`config.mk`:
```
export PLATFORM = sky130hd
export DESIGN_NAME = srio_type9_pack_mux
export DESIGN_NICKNAME = d
export VERILOG_FILES = /design/src/rtl/srio_type9_pack_mux.sv
export SDC_FILE = /design/constraint.sdc
export NUM_CORES = 1
export LEC_CHECK = 0
export CAP_MARGIN = 20
export CELL_PAD_IN_SITES_DETAIL_PLACEMENT = 0
export CELL_PAD_IN_SITES_GLOBAL_PLACEMENT = 1
export CORE_MARGIN = 4
export CORE_UTILIZATION = 30
export DETAILED_ROUTE_END_ITERATION = 10
export DONT_BUFFER_PORTS = 1
export PLACE_DENSITY_LB_ADDON = 0.08
export SKIP_LAST_GASP = 1
export SLEW_MARGIN = 5
export SYNTH_ARGS = -nofsm -noshare
export SYNTH_HDL_FRONTEND = slang
export SYNTH_SLANG_ARGS = --single-unit
```
`constraint.sdc`:
```
create_clock -name AXIS_ACLK -period 6.3 [get_ports AXIS_ACLK]
set_input_delay 1.89 -clock AXIS_ACLK [delete_from_list [all_inputs] [get_ports AXIS_ACLK]]
set_output_delay 1.89 -clock AXIS_ACLK [all_outputs]
set_load 0.02 [all_outputs]
```
`src/rtl/srio_type9_pack_mux.sv`:
```
// N-channel SRIO Type 9 packetiser: round-robin grant per packet, header beat then payload
// from the granted channel's skid buffer, with byte-accurate TKEEP and status counters.
module srio_type9_pack_mux #(
   parameter int         NUM_CH = 2,
   parameter logic [1:0] PRIO   = 2'b00,
   parameter logic       CRF    = 1'b0,
   parameter int         CNT_W  = 16
) (
   input  logic                   AXIS_ACLK,
   input  logic                   AXIS_ARESET,
   input  logic [NUM_CH*64-1:0]   S_AXIS_TDATA,
   input  logic [NUM_CH-1:0]      S_AXIS_TVALID,
   input  logic [NUM_CH-1:0]      S_AXIS_TLAST,
   output logic [NUM_CH-1:0]      S_AXIS_TREADY,
   output logic [63:0]            M_AXIS_TDATA,
   output logic                   M_AXIS_TVALID,
   output logic                   M_AXIS_TLAST,
   output logic [7:0]             M_AXIS_TKEEP,
   output logic [31:0]            M_AXIS_TUSER,
   input  logic                   M_AXIS_TREADY,
   input  logic [31:0]            cmd,
   input  logic [NUM_CH-1:0]      ch_enable,
   input  logic [NUM_CH*16-1:0]   srio_streamID,
   input  logic [NUM_CH*16-1:0]   srio_length,
   input  logic [NUM_CH*8-1:0]    srio_cos,
   input  logic [NUM_CH*32-1:0]   srcdest,
   output logic [2:0]             cur_ch,
   output logic [CNT_W-1:0]       pkt_cnt,
   output logic [CNT_W-1:0]       early_cnt
);

   typedef enum logic [1:0] {IDLE, ARB, HDR, PAYLOAD} state_t;

   state_t            r_state, w_nextState;
   logic [63:0]       r_bufData [NUM_CH];
   logic [NUM_CH-1:0] r_bufValid, r_bufLast;
   logic [2:0]        r_curCh, r_ptr;
   logic [15:0]       r_len, r_sid;
   logic [7:0]        r_cos;
   logic [31:0]       r_tuser;
   logic [13:0]       r_cnt;
   logic [CNT_W-1:0]  r_pktCnt, r_earlyCnt;

   logic              w_rst, w_hit, w_selValid, w_selLast, w_payHs, w_cntLast, w_lastBeat, w_pktDone;
   logic [2:0]        w_grant;
   logic [63:0]       w_selData;
   logic [13:0]       w_psize;
   logic [NUM_CH-1:0] w_elig, w_drain;
   logic              w_unusedCmd;

   assign w_rst       = AXIS_ARESET | cmd[1];
   assign w_unusedCmd = ^cmd[31:2];

   always_comb begin
      w_selValid = 1'b0;
      w_selLast  = 1'b0;
      w_selData  = '0;
      w_elig     = '0;
      w_drain    = '0;
      for (int i = 0; i < NUM_CH; i++) begin
         w_elig[i]  = ch_enable[i] & r_bufValid[i] & (srio_length[16*i +: 16] != 16'd0);
         w_drain[i] = (r_state == PAYLOAD) & (r_curCh == 3'(i)) & r_bufValid[i] & M_AXIS_TREADY;
         if (r_curCh == 3'(i)) begin
            w_selValid = r_bufValid[i];
            w_selLast  = r_bufLast[i];
            w_selData  = r_bufData[i];
         end
      end
   end

   // Rotating priority: first eligible at or above the pointer, then wrap to the low channels.
   always_comb begin
      w_hit   = 1'b0;
      w_grant = '0;
      for (int i = 0; i < NUM_CH; i++) begin
         if (!w_hit && i >= int'(r_ptr) && w_elig[i]) begin
            w_hit   = 1'b1;
            w_grant = 3'(i);
         end
      end
      for (int i = 0; i < NUM_CH; i++) begin
         if (!w_hit && i < int'(r_ptr) && w_elig[i]) begin
            w_hit   = 1'b1;
            w_grant = 3'(i);
         end
      end
   end

   assign w_psize    = {1'b0, r_len[15:3]} + {13'd0, |r_len[2:0]};
   assign w_cntLast  = (r_cnt + 14'd1) == w_psize;
   assign w_lastBeat = w_cntLast | w_selLast;
   assign w_payHs    = (r_state == PAYLOAD) & w_selValid & M_AXIS_TREADY;
   assign w_pktDone  = w_payHs & w_lastBeat;

   always_comb begin
      for (int i = 0; i < NUM_CH; i++) begin
         S_AXIS_TREADY[i] = ~w_rst & (~r_bufValid[i] | w_drain[i]);
      end
   end

   always_ff @(posedge AXIS_ACLK) begin
      for (int i = 0; i < NUM_CH; i++) begin
         if (w_rst) begin
            r_bufValid[i] <= 1'b0;
         end else if (S_AXIS_TVALID[i] && S_AXIS_TREADY[i]) begin
            r_bufData[i]  <= S_AXIS_TDATA[64*i +: 64];
            r_bufLast[i]  <= S_AXIS_TLAST[i];
            r_bufValid[i] <= 1'b1;
         end else if (w_drain[i]) begin
            r_bufValid[i] <= 1'b0;
         end
      end
   end

   always_ff @(posedge AXIS_ACLK) begin
      if (w_rst) begin
         r_state <= IDLE;
      end else begin
         r_state <= w_nextState;
      end
   end

   always_comb begin
      w_nextState = r_state;
      case (r_state)
         IDLE:    if (cmd[0]) w_nextState = ARB;
         ARB: begin
            if (!cmd[0])    w_nextState = IDLE;
            else if (w_hit) w_nextState = HDR;
         end
         HDR:     if (M_AXIS_TREADY) w_nextState = PAYLOAD;
         PAYLOAD: if (w_pktDone) w_nextState = cmd[0] ? ARB : IDLE;
         default: w_nextState = IDLE;
      endcase
   end

   always_comb begin
      M_AXIS_TVALID = 1'b0;
      M_AXIS_TDATA  = '0;
      M_AXIS_TLAST  = 1'b0;
      M_AXIS_TKEEP  = '0;
      case (r_state)
         HDR: begin
            M_AXIS_TVALID = 1'b1;
            M_AXIS_TDATA  = {8'h00, 4'b1001, 4'h0, 1'b0, PRIO, CRF, r_cos, 4'h0, r_sid, r_len};
            M_AXIS_TKEEP  = 8'hFF;
         end
         PAYLOAD: begin
            M_AXIS_TVALID = w_selValid;
            M_AXIS_TDATA  = w_selData;
            M_AXIS_TLAST  = w_selValid & w_lastBeat;
            M_AXIS_TKEEP  = (w_cntLast && r_len[2:0] != 3'd0) ?
                            (8'hFF << (4'd8 - {1'b0, r_len[2:0]})) : 8'hFF;
         end
         default: ;
      endcase
   end

   // Header fields and TUSER are frozen at grant so later config edits miss the packet in flight.
   always_ff @(posedge AXIS_ACLK) begin
      if (w_rst) begin
         r_curCh    <= '0;
         r_ptr      <= '0;
         r_len      <= '0;
         r_sid      <= '0;
         r_cos      <= '0;
         r_tuser    <= '0;
         r_cnt      <= '0;
         r_pktCnt   <= '0;
         r_earlyCnt <= '0;
      end else begin
         if (r_state == ARB && cmd[0] && w_hit) begin
            for (int i = 0; i < NUM_CH; i++) begin
               if (w_grant == 3'(i)) begin
                  r_len   <= srio_length[16*i +: 16];
                  r_sid   <= srio_streamID[16*i +: 16];
                  r_cos   <= srio_cos[8*i +: 8];
                  r_tuser <= srcdest[32*i +: 32];
               end
            end
            r_curCh <= w_grant;
            r_ptr   <= (w_grant == 3'(NUM_CH - 1)) ? 3'd0 : w_grant + 3'd1;
         end
         if (r_state == HDR && M_AXIS_TREADY) begin
            r_cnt <= '0;
         end else if (w_payHs) begin
            r_cnt <= r_cnt + 14'd1;
         end
         if (w_pktDone) begin
            r_pktCnt <= r_pktCnt + 1'b1;
            if (w_selLast && !w_cntLast) begin
               r_earlyCnt <= r_earlyCnt + 1'b1;
            end
         end
      end
   end

   assign M_AXIS_TUSER = r_tuser;
   assign cur_ch       = r_curCh;
   assign pkt_cnt      = r_pktCnt;
   assign early_cnt    = r_earlyCnt;

endmodule

```
==> implementation parameters, run 1 <==
Parameter                              Value

Setup path
  FF-to-FF setup slack ... around 2.2 ns
  Critical Path Sink Type ... output port
  Type of the worst setup path ... reg2out
  Critical Path Source Type ... register
  Critical path launch point ... r_len[0]$_SDFFE_PN0P_
  Crit path required time ... around 4.4 ns
  Register-to-Register Path Depth ... 14
  Critical R2R Capture ... early_cnt[8]$_SDFFE_PN0P_
  Beginning of the worst register-to-register path ... r_len[0]$_SDFFE_PN0P_
  Worst EP arrival ... about 4.2 ns
  Worst-path fanout max ... 7

Global route
  Number of global-route vias before repair ... ~8100
  Global-route wire length before repair ... about 55000 um
  Met2 layer usage reported by global route ... around 30%
  Most used routing layer in global routing ... met2
  All-layer global routing usage ... between 15 and 20%
  GR Util met3 ... 7.05%
  Congestion Overflow GR ... 0
  Pin count of the biggest net entering global routing ... 66
  Number of antenna violations at the first check in global routing ... 9
  GR Util met1 ... between 20% and 30%

Flow run
  Max-cap violations ... 0

Worst hold path
  WHS Path Cells ... 2
  Start point of the worst hold path ... r_ptr[0]$_SDFFE_PN0P_
  Worst min-delay path class ... reg2reg
  Hold worst-path end ... r_ptr[0]$_SDFFE_PN0P_

Clock network
  # clock sinks ... approximately 250
  CTS tree ... done
  Count of buffers added by post-CTS timing repair for setup ... 0
  Bufs on Longest Clock Path ... 3
  Number of buffers created by CTS ... 31
  Insertion delay to the later sink of the worst-skew pair ... 0.58 ns
  Worst-path clk slew ... 0.06 ns
  Htree depth ... 1
  Hold bufs inserted after CTS ... 0
  Root buffer cell ... clkbuf_16

STA
  Worst max-slew margin expressed relative to the limit ... between 20% and 30%
  Post-layout minimum cycle time ... between 6 and 7 ns
  Final cycle utilization of the critical path ... a little over nine tenths
  Post-route setup slack ... approximately 0.2 ns
  Transition time of the tightest slew-check pin ... 1.11 ns
  Hold violation total from the final report ... 0
  Clock tree skew after final layout ... approximately 0.019 ns
  RSZ-0062 raised after global routing ... true
  Achievable frequency ... around 0.16 GHz
  Slew Viols, Final ... 0
  Number of failing setup endpoints in the final timing report ... 0

Detailed routing
  Vias per Instance ... 5.68
  Average wire length per cell after detail routing ... between 20 and 30 um
  Routed wire length ... around 40000 um
  Via count ... slightly above 8000
  Detailed-routing iteration count for the pre-antenna-repair pass ... 8
  DRC violations left ... 0
  DR iter-0 viols ... 610
  Count of antenna-violating nets left after detailed routing ... 0

Floorplanning
  Die extent in x ... between 200 and 250 um
  Core ar. ... 0.0365 sq mm
  Number of standard-cell rows in the floorplan ... 70
  Die Y ... 200 um
  Die area ... 0.0400 sq mm
  Initial core utilization ... a little under a third
  Ports placed on the boundary ... 456

Placed design
  DP HPWL ... approximately 28000 um
  Number of instances in the placed design ... 1390
  Pre-CTS WS ... between 0.6 and 0.7 ns
  Total placed instance area ... about 0.012 sq mm
  RD Place Congestion ... 0.785
  # port buffers ... 0

Logic synthesis
  Gate count after technology mapping ... around 980
  Top FF cell, synth ... edfxtp_1
  Yosys warns ... 0
  Count of unique library cells instantiated by Yosys ... 56
  Yosys reg bits ... 254
  Top-area cell type share of the netlist area ... a little over a third
  Asr flop ratio synth ... 0%
  Count of flip-flops with a built-in enable after synthesis ... 130
  Portion of the post-synthesis area used by sequential elements ... 57.7%
  Post-synthesis instance area ... around 0.011 sq mm
  Cell types with the largest area share after synthesis ... edfxtp_1 (35%), dfxtp_1 (22%), a222oi_1 (6.5%), nor2_1 (4.7%), mux2i_1 (4.3%)
  Largest area contributor in the netlist ... edfxtp_1
  Average instance area after synthesis ... between 10 and 15 sq um

Pwr
  Power per cell area ... approximately 280 mW/mm^2
  Worst supply voltage drop on vdd ... 0.230 mV
  Leak Pwr ... between 3 and 4 nW

Finish
  Layout cell share with drive strength beyond 1 ... 7.87%
  Area growth from synthesis to layout ... 12.6%
  Total number of nets in the final design ... ~1300
  Number of cells in the finished layout apart from fillers ... approximately 1500
  Filler cell count in the final layout ... approximately 3700
  Commonest cells after routing, fill and taps aside ... nor2_1 (137), edfxtp_1 (130), dfxtp_1 (122)
  Commonest non-fill, non-tap cell in the layout ... nor2_1
  Final std cell area, no fill ... between 0.01 and 0.015 sq mm

Status
  Result of the run ... completed
[area by class of cell]
cell class | instances | area (sq um) | area share (%)
Inverter | 14 | 52.6 | 0.421
Clock buffer | 41 | 833 | 6.68
Antenna cell | 5 | 12.5 | 0.100
Timing Repair Buffer | 19 | 155 | 1.24
Multi-Input combinational cell | 636 | 4360 | 34.9
Clock inverter | 14 | 80.1 | 0.642
Tap cell | 468 | 586 | 4.70
Sequential cell | 254 | 6390 | 51.3
[state kept, by name (all words and copies together) (netlist names), 2 cells and up]
signal        cells
r_bufData       128
M_AXIS_TUSER     32
early_cnt        16
pkt_cnt          16
r_len            16
r_sid            16
r_cnt            14
r_cos             8
r_bufLast         2
r_bufValid        2
r_state           2
[cell usage after synthesis, types with 9 or more instances]
master    count
clkbuf_1     67
nand2_1      34
and3_1       14
inv_1        14
edfxtp_1    130
or3_1        13
ha_1          9
mux2i_1      47
a222oi_1     72
nand4_1      10
a22o_1       22
nor4_1       17
xor2_1       15
nor2_1      139
a21oi_1      44
a211oi_1     41
o31ai_1      19
dfxtp_1     124
nand3_1      29
or4_1        18
xnor2_1      21
o21ai_0      19
[layer usage]
layer | part of all wire, % | wire, um
met5 | 0.11 | 42
met4 | 2.0 | 767
met3 | 10 | 3880
met2 | 49 | 19000
met1 | 39 | 15200
[critical path, cell delays in order, from the launching register on]
cell,delay [ns]
dfxtp_1,0.40
inv_1,0.08
ha_1,0.20
ha_1,0.18
inv_1,0.09
ha_1,0.21
ha_1,0.22
nand3_1,0.20
or4_1,0.60
xnor2_1,0.18
and4_1,0.25
nor2_1,0.07
nor4_2,0.29
buf_4,0.19
o22a_1,0.24
o21ai_1,0.22
[per-stage QoR]
| stage | power, mW | setup TNS, ns | hold slack [ns] | utilization [%] |
|---|---|---|---|---|
| 2_1_floorplan | 1.86 | 0 | 0.435 | - |
| 3_5_place_dp | 1.89 | 0 | 0.463 | 31.6 |
| 4_1_cts | 3.53 | -0.00473 | 0.475 | 34.1 |
| 3_3_place_gp | 1.89 | 0 | 0.457 | 31.6 |
| 5_1_grt | 3.61 | -0.171 | 0.507 | 34.1 |
| 6_report | 3.47 | 0 | 0.476 | 34.1 |
[worst max path at each step]
stage / endpoint / cells after the start
5_1_grt: M_AXIS_TKEEP[4] / 15
3_5_place_dp: M_AXIS_TKEEP[4] / 15
4_1_cts: M_AXIS_TKEEP[5] / 15
6_report: M_AXIS_TKEEP[4] / 15
2_1_floorplan: M_AXIS_TLAST / 15
3_3_place_gp: M_AXIS_TKEEP[4] / 15
[power breakdown]
group / switching [mW] / internal, mW
logic: 0.0532 / 0.0149
registers: 0.0137 / 1.77
clock network: 0.694 / 0.922
total: 0.761 / 2.71
[kinds of logic (layout without fill, tap and decap cells)]
| group | Yosys count | after routing | synth area share, % |
|---|---|---|---|
| and+or+nand+nor | 303 | 303 | 13.3 |
| DFF | 254 | 254 | 57.7 |
| AOI/OAI and AO/OA | 236 | 236 | 16.8 |
| buffers and inverters | 93 | 88 | 3.35 |
| muxes | 47 | 47 | 4.25 |
| xor gates and xnor gates | 39 | 39 | 3.47 |
| adders and majority gates | 9 | 9 | 1.02 |
| other | 1 | 7 | 0.0339 |
[what timing repair did]
action                                  4_1_cts  5_1_grt
gates cloned                                  0        0
resized for setup                             1        3
endpoints found under the setup margin        1        8
hold endpoints to repair                      0        0
Note: power is estimated with default switching activity, not from simulation.
==> inputs of run 2 (changes only) <==
- ABC_AREA: default -> 1
==> run 2 against run 1 <==
Sequential power about the same. Clock power increased by 12%. Synthesized cell count increased by 40%. Maximum frequency increased by 4.9%. Largest cell class unchanged. Largest power group is now the clock network. Highest routed layer unchanged.
==> implementation parameters, run 2 <==
Parameter                              Value

STA
  Hold violation total from the final report ... 0 (unchanged)
  Number of failing setup endpoints in the final timing report ... 0 (unchanged)
  Slew Viols, Final ... 0 (unchanged)
  Final TNS setup ... 0 ns (unchanged)
  Post-layout minimum cycle time ... 5.81 ns (was 6.10 ns)
  Clock tree skew after final layout ... 0.0205 ns (was 0.0192 ns)
  Transition time of the tightest slew-check pin ... 1.07 ns (was 1.11 ns)
  Post-route setup slack ... 0.487 ns (was 0.202 ns)
  RSZ-0062 raised after global routing ... false (was true)
  Worst-case hold slack ... 0.467 ns (was 0.476 ns)
  Achievable frequency ... 0.172 GHz (was 0.164 GHz)
  Final cycle utilization of the critical path ... 92.3% (was 96.8%)
  Worst max-slew margin expressed relative to the limit ... 28.4% (was 25.6%)

Worst hold path
  Start point of the worst hold path ... r_ptr[0]$_SDFFE_PN0P_ (unchanged)
  WHS Path Cells ... 2 (unchanged)
  Worst min-delay path class ... reg2reg (unchanged)
  Hold worst-path end ... r_ptr[0]$_SDFFE_PN0P_ (unchanged)

Clock network
  Count of buffers added by post-CTS timing repair for setup ... 0 (unchanged)
  Worst-path clk slew ... 0.06 ns (about the same)
  Root buffer cell ... clkbuf_16 (unchanged)
  CTS tree ... done (unchanged)
  # clock sinks ... 254 (unchanged)
  Htree depth ... 1 (unchanged)
  Number of buffers created by CTS ... 31 (unchanged)
  Bufs on Longest Clock Path ... 3 (unchanged)
  Insertion delay to the later sink of the worst-skew pair ... 0.58 ns (about the same)

Placed design
  Number of instances in the placed design ... 1835 (was 1390)
  Total placed instance area ... 0.0124 sq mm (was 0.0115 sq mm)
  DP HPWL ... 33300 um (was 27700 um)
  # port buffers ... 0 (unchanged)
  RD Place Congestion ... 0.799 (was 0.785)
  Pre-CTS WS ... 0.839 ns (was 0.656 ns)

Detailed routing
  Average wire length per cell after detail routing ... 24.1 um (was 26.8 um)
  Vias per Instance ... 5.27 (was 5.68)
  Detailed-routing iteration count for the pre-antenna-repair pass ... 5 (was 8)
  Routed wire length ... 45600 um (was 38900 um)
  Count of antenna-violating nets left after detailed routing ... 0 (unchanged)
  DR iter-0 viols ... 625 (was 610)
  Via count ... 10000 (was 8239)
  DRC violations left ... 0 (unchanged)

Floorplanning
  Number of standard-cell rows in the floorplan ... 72 (was 70)
  Initial core utilization ... 30.5% (was 30.3%)
  Die area ... 0.0427 sq mm (was 0.0400 sq mm)
  Die Y ... 207 um (was 200 um)
  Ports placed on the boundary ... 456 (unchanged)
  Core ar. ... 0.0388 sq mm (was 0.0365 sq mm)
  Die extent in x ... 207 um (was 200 um)

Logic synthesis
  Most used standard cells in the synthesized netlist ... nand2_1 (326), nand3_1 (181), edfxtp_1 (130) (was nor2_1 (139), edfxtp_1 (130), dfxtp_1 (124))
  Portion of the post-synthesis area used by sequential elements ... 53.9% (was 57.7%)
  Count of flip-flops with a built-in enable after synthesis ... 130 (unchanged)
  Yosys warns ... 0 (unchanged)
  Largest area contributor in the netlist ... edfxtp_1 (unchanged)
  Post-synthesis instance area ... 0.0119 sq mm (was 0.0111 sq mm)
  Asr flop ratio synth ... 0% (unchanged)
  Top FF cell, synth ... edfxtp_1 (unchanged)
  Average instance area after synthesis ... 8.60 sq um (was 11.3 sq um)
  Count of unique library cells instantiated by Yosys ... 41 (was 56)
  Top-count cell post-synth ... nand2_1 (was nor2_1)
  Top-area cell type share of the netlist area ... 32.9% (was 35.3%)
  Yosys reg bits ... 254 (unchanged)
  Gate count after technology mapping ... 1378 (was 982)
  Cell types with the largest area share after synthesis ... edfxtp_1 (33%), dfxtp_1 (21%), nand2_1 (10%), nand3_1 (7.6%), a21oi_1 (5.0%) (was edfxtp_1 (35%), dfxtp_1 (22%), a222oi_1 (6.5%), nor2_1 (4.7%), mux2i_1 (4.3%))

Pwr
  Net Sw Frac ... 21.8% (was 22.0%)
  Clock share of power ... 49.4% (was 46.6%)
  Seq pwr share ... 48.6% (was 51.4%)
  Leak Pwr ... 4.39 nW (was 3.82 nW)
  Combinational Power Share ... 2.0% (about the same)
  Power per cell area ... 273 mW/mm^2 (was 278 mW/mm^2)
  Internal cell power ... 2.86 mW (was 2.71 mW)
  Tot Pwr ... 3.66 mW (was 3.47 mW)
  Switching component of the power ... 0.796 mW (was 0.761 mW)
  Worst supply voltage drop on vdd ... 0.209 mV (was 0.230 mV)

Setup path
  Critical R2R Capture ... pkt_cnt[6]$_SDFFE_PN0P_ (was early_cnt[8]$_SDFFE_PN0P_)
  Worst EP arrival ... 3.92 ns (was 4.21 ns)
  Critical Path Source Type ... register (unchanged)
  Worst-path fanout max ... 7 (unchanged)
  Crit path required time ... 4.41 ns (about the same)
  Cells along the critical path ... inv_1, ha_1, ha_1, inv_1, ha_1, ha_1, nand3_1, nor2_2, nand2_1, nand2_1, nor2_1, nor2_1, nand3_1, nor2_1, nand3_2, nor2_2, nand2_1, nand2_1, o21ai_1 (was inv_1, ha_1, ha_1, inv_1, ha_1, ha_1, nand3_1, or4_1, xnor2_1, and4_1, nor2_1, nor4_2, buf_4, o22a_1, o21ai_1)
  Maximum single-stage delay on the critical path ... 0.39 ns (was 0.60 ns)
  Register-to-Register Path Depth ... 21 (was 14)
  Type of the worst setup path ... reg2out (unchanged)
  FF-to-FF setup slack ... 2.71 ns (was 2.19 ns)
  Standard cell with the maximum stage delay on the critical path ... dfxtp_1 (was or4_1)
  Beginning of the worst register-to-register path ... r_len[0]$_SDFFE_PN0P_ (unchanged)
  Critical Path Sink Type ... output port (unchanged)

Finish
  Final std cell area, no fill ... 0.0134 sq mm (was 0.0125 sq mm)
  Total number of nets in the final design ... 1672 (was 1278)
  Commonest non-fill, non-tap cell in the layout ... nand2_1 (was nor2_1)
  Commonest cells after routing, fill and taps aside ... nand2_1 (324), nand3_1 (181), edfxtp_1 (130) (was nor2_1 (137), edfxtp_1 (130), dfxtp_1 (122))
  Largest reg by FF count ... r_bufData (unchanged)
  Area growth from synthesis to layout ... 12.9% (was 12.6%)
  Layout cell share with drive strength beyond 1 ... 7.49% (was 7.87%)
  Number of cells in the finished layout apart from fillers ... 1896 (was 1451)
  Fin util ... 34.5% (was 34.1%)
  Filler cell count in the final layout ... 4040 (was 3673)
  Largest register FFs ... 128 (unchanged)

Global route
  Pin count of the biggest net entering global routing ... 75 (was 66)
  Number of antenna violations at the first check in global routing ... 5 (was 9)
  Global-route wire length before repair ... 65100 um (was 54500 um)
  Number of global-route vias before repair ... 9790 (was 8115)
  Congestion Overflow GR ... 0 (unchanged)
  All-layer global routing usage ... 20.2% (was 18.3%)

Flow run
  Max-cap violations ... 0 (unchanged)

Status
  Result of the run ... completed (unchanged)
-- run 2: changes by cell type after synthesis, moves of 21 or more --
cell / before / now
a211oi_1: 41 / 0
a21oi_1: 44 / 119
a222oi_1: 72 / 0
a22o_1: 22 / 0
a22oi_1: 0 / 73
clkbuf_1: 67 / 45
inv_1: 14 / 95
mux2i_1: 47 / 1
nand2_1: 34 / 326
nand3_1: 29 / 181
nand4_1: 10 / 31
nor2_1: 139 / 63
-- run 2: critical path, delay by kind of cell (launching register included) --
| kind | cells | cell delay (ns) |
|---|---|---|
| compound gates | 1 | 0.25 |
| fa+ha+maj | 4 | 0.95 |
| buf+inv | 2 | 0.18 |
| flops | 1 | 0.39 |
| simple gates | 12 | 1.58 |
-- run 2: kinds of logic after synthesis --
logic type / after synthesis / synth area share [%]
other: 1 / 0.0316
flip-flops: 254 / 53.9
AO/OA/AOI/OAI: 266 / 13.5
adder cells (fa/ha/maj): 9 / 0.950
buffers and inverters: 184 / 6.29
multiplexers: 1 / 0.0845
XOR/XNOR: 14 / 1.03
AND/OR/NAND/NOR: 649 / 24.2
-- run 2: worst max-delay path by stage --
stage                                        to             startpoint
floorplan           r_bufData[0][100]$_DFFE_PP_                 cmd[1]
global placement                M_AXIS_TKEEP[6]  r_len[0]$_SDFFE_PN0P_
detailed placement              M_AXIS_TKEEP[6]  r_len[0]$_SDFFE_PN0P_
CTS                             M_AXIS_TKEEP[6]  r_len[0]$_SDFFE_PN0P_
global route                    M_AXIS_TKEEP[5]  r_len[0]$_SDFFE_PN0P_
finish                          M_AXIS_TKEEP[5]  r_len[0]$_SDFFE_PN0P_
-- run 2: power by group through the flow --
stage	sequential [mW]	combinational, mW	clock (mW)
2_1_floorplan	1.81	0.0496	0
3_3_place_gp	1.81	0.0755	0
3_5_place_dp	1.81	0.0752	0
4_1_cts	1.78	0.0754	1.87
5_1_grt	1.78	0.0809	1.94
6_report	1.78	0.0736	1.81
-- run 2: timing repair --
| item | 4_1_cts | 5_1_grt |
|---|---|---|
| hold buffers | 0 | 0 |
| gates resized for setup | 0 | 4 |
| setup endpoints to repair | 0 | 4 |
-- run 2: layer usage --
metal	wire (um)	track usage, %	vias to the layer above
met3	4010	6.78	72
met1	18600	25.2	4793
met2	22000	34.0	372
met5	27	0	-
li1	-	-	4760
met4	1010	4.72	4
-- run 2: area by class of cell --
| class | instances | area, sq um | share of cell area (%) |
|---|---|---|---|
| Inverter | 102 | 387 | 2.89 |
| Tap cell | 518 | 648 | 4.84 |
| Clock inverter | 18 | 200 | 1.50 |
| Multi-Input combinational cell | 941 | 4790 | 35.8 |
| Timing Repair Buffer | 20 | 150 | 1.12 |
| Clock buffer | 40 | 820 | 6.12 |
| Sequential cell | 254 | 6390 | 47.7 |
| Antenna cell | 3 | 7.51 | 0.0561 |
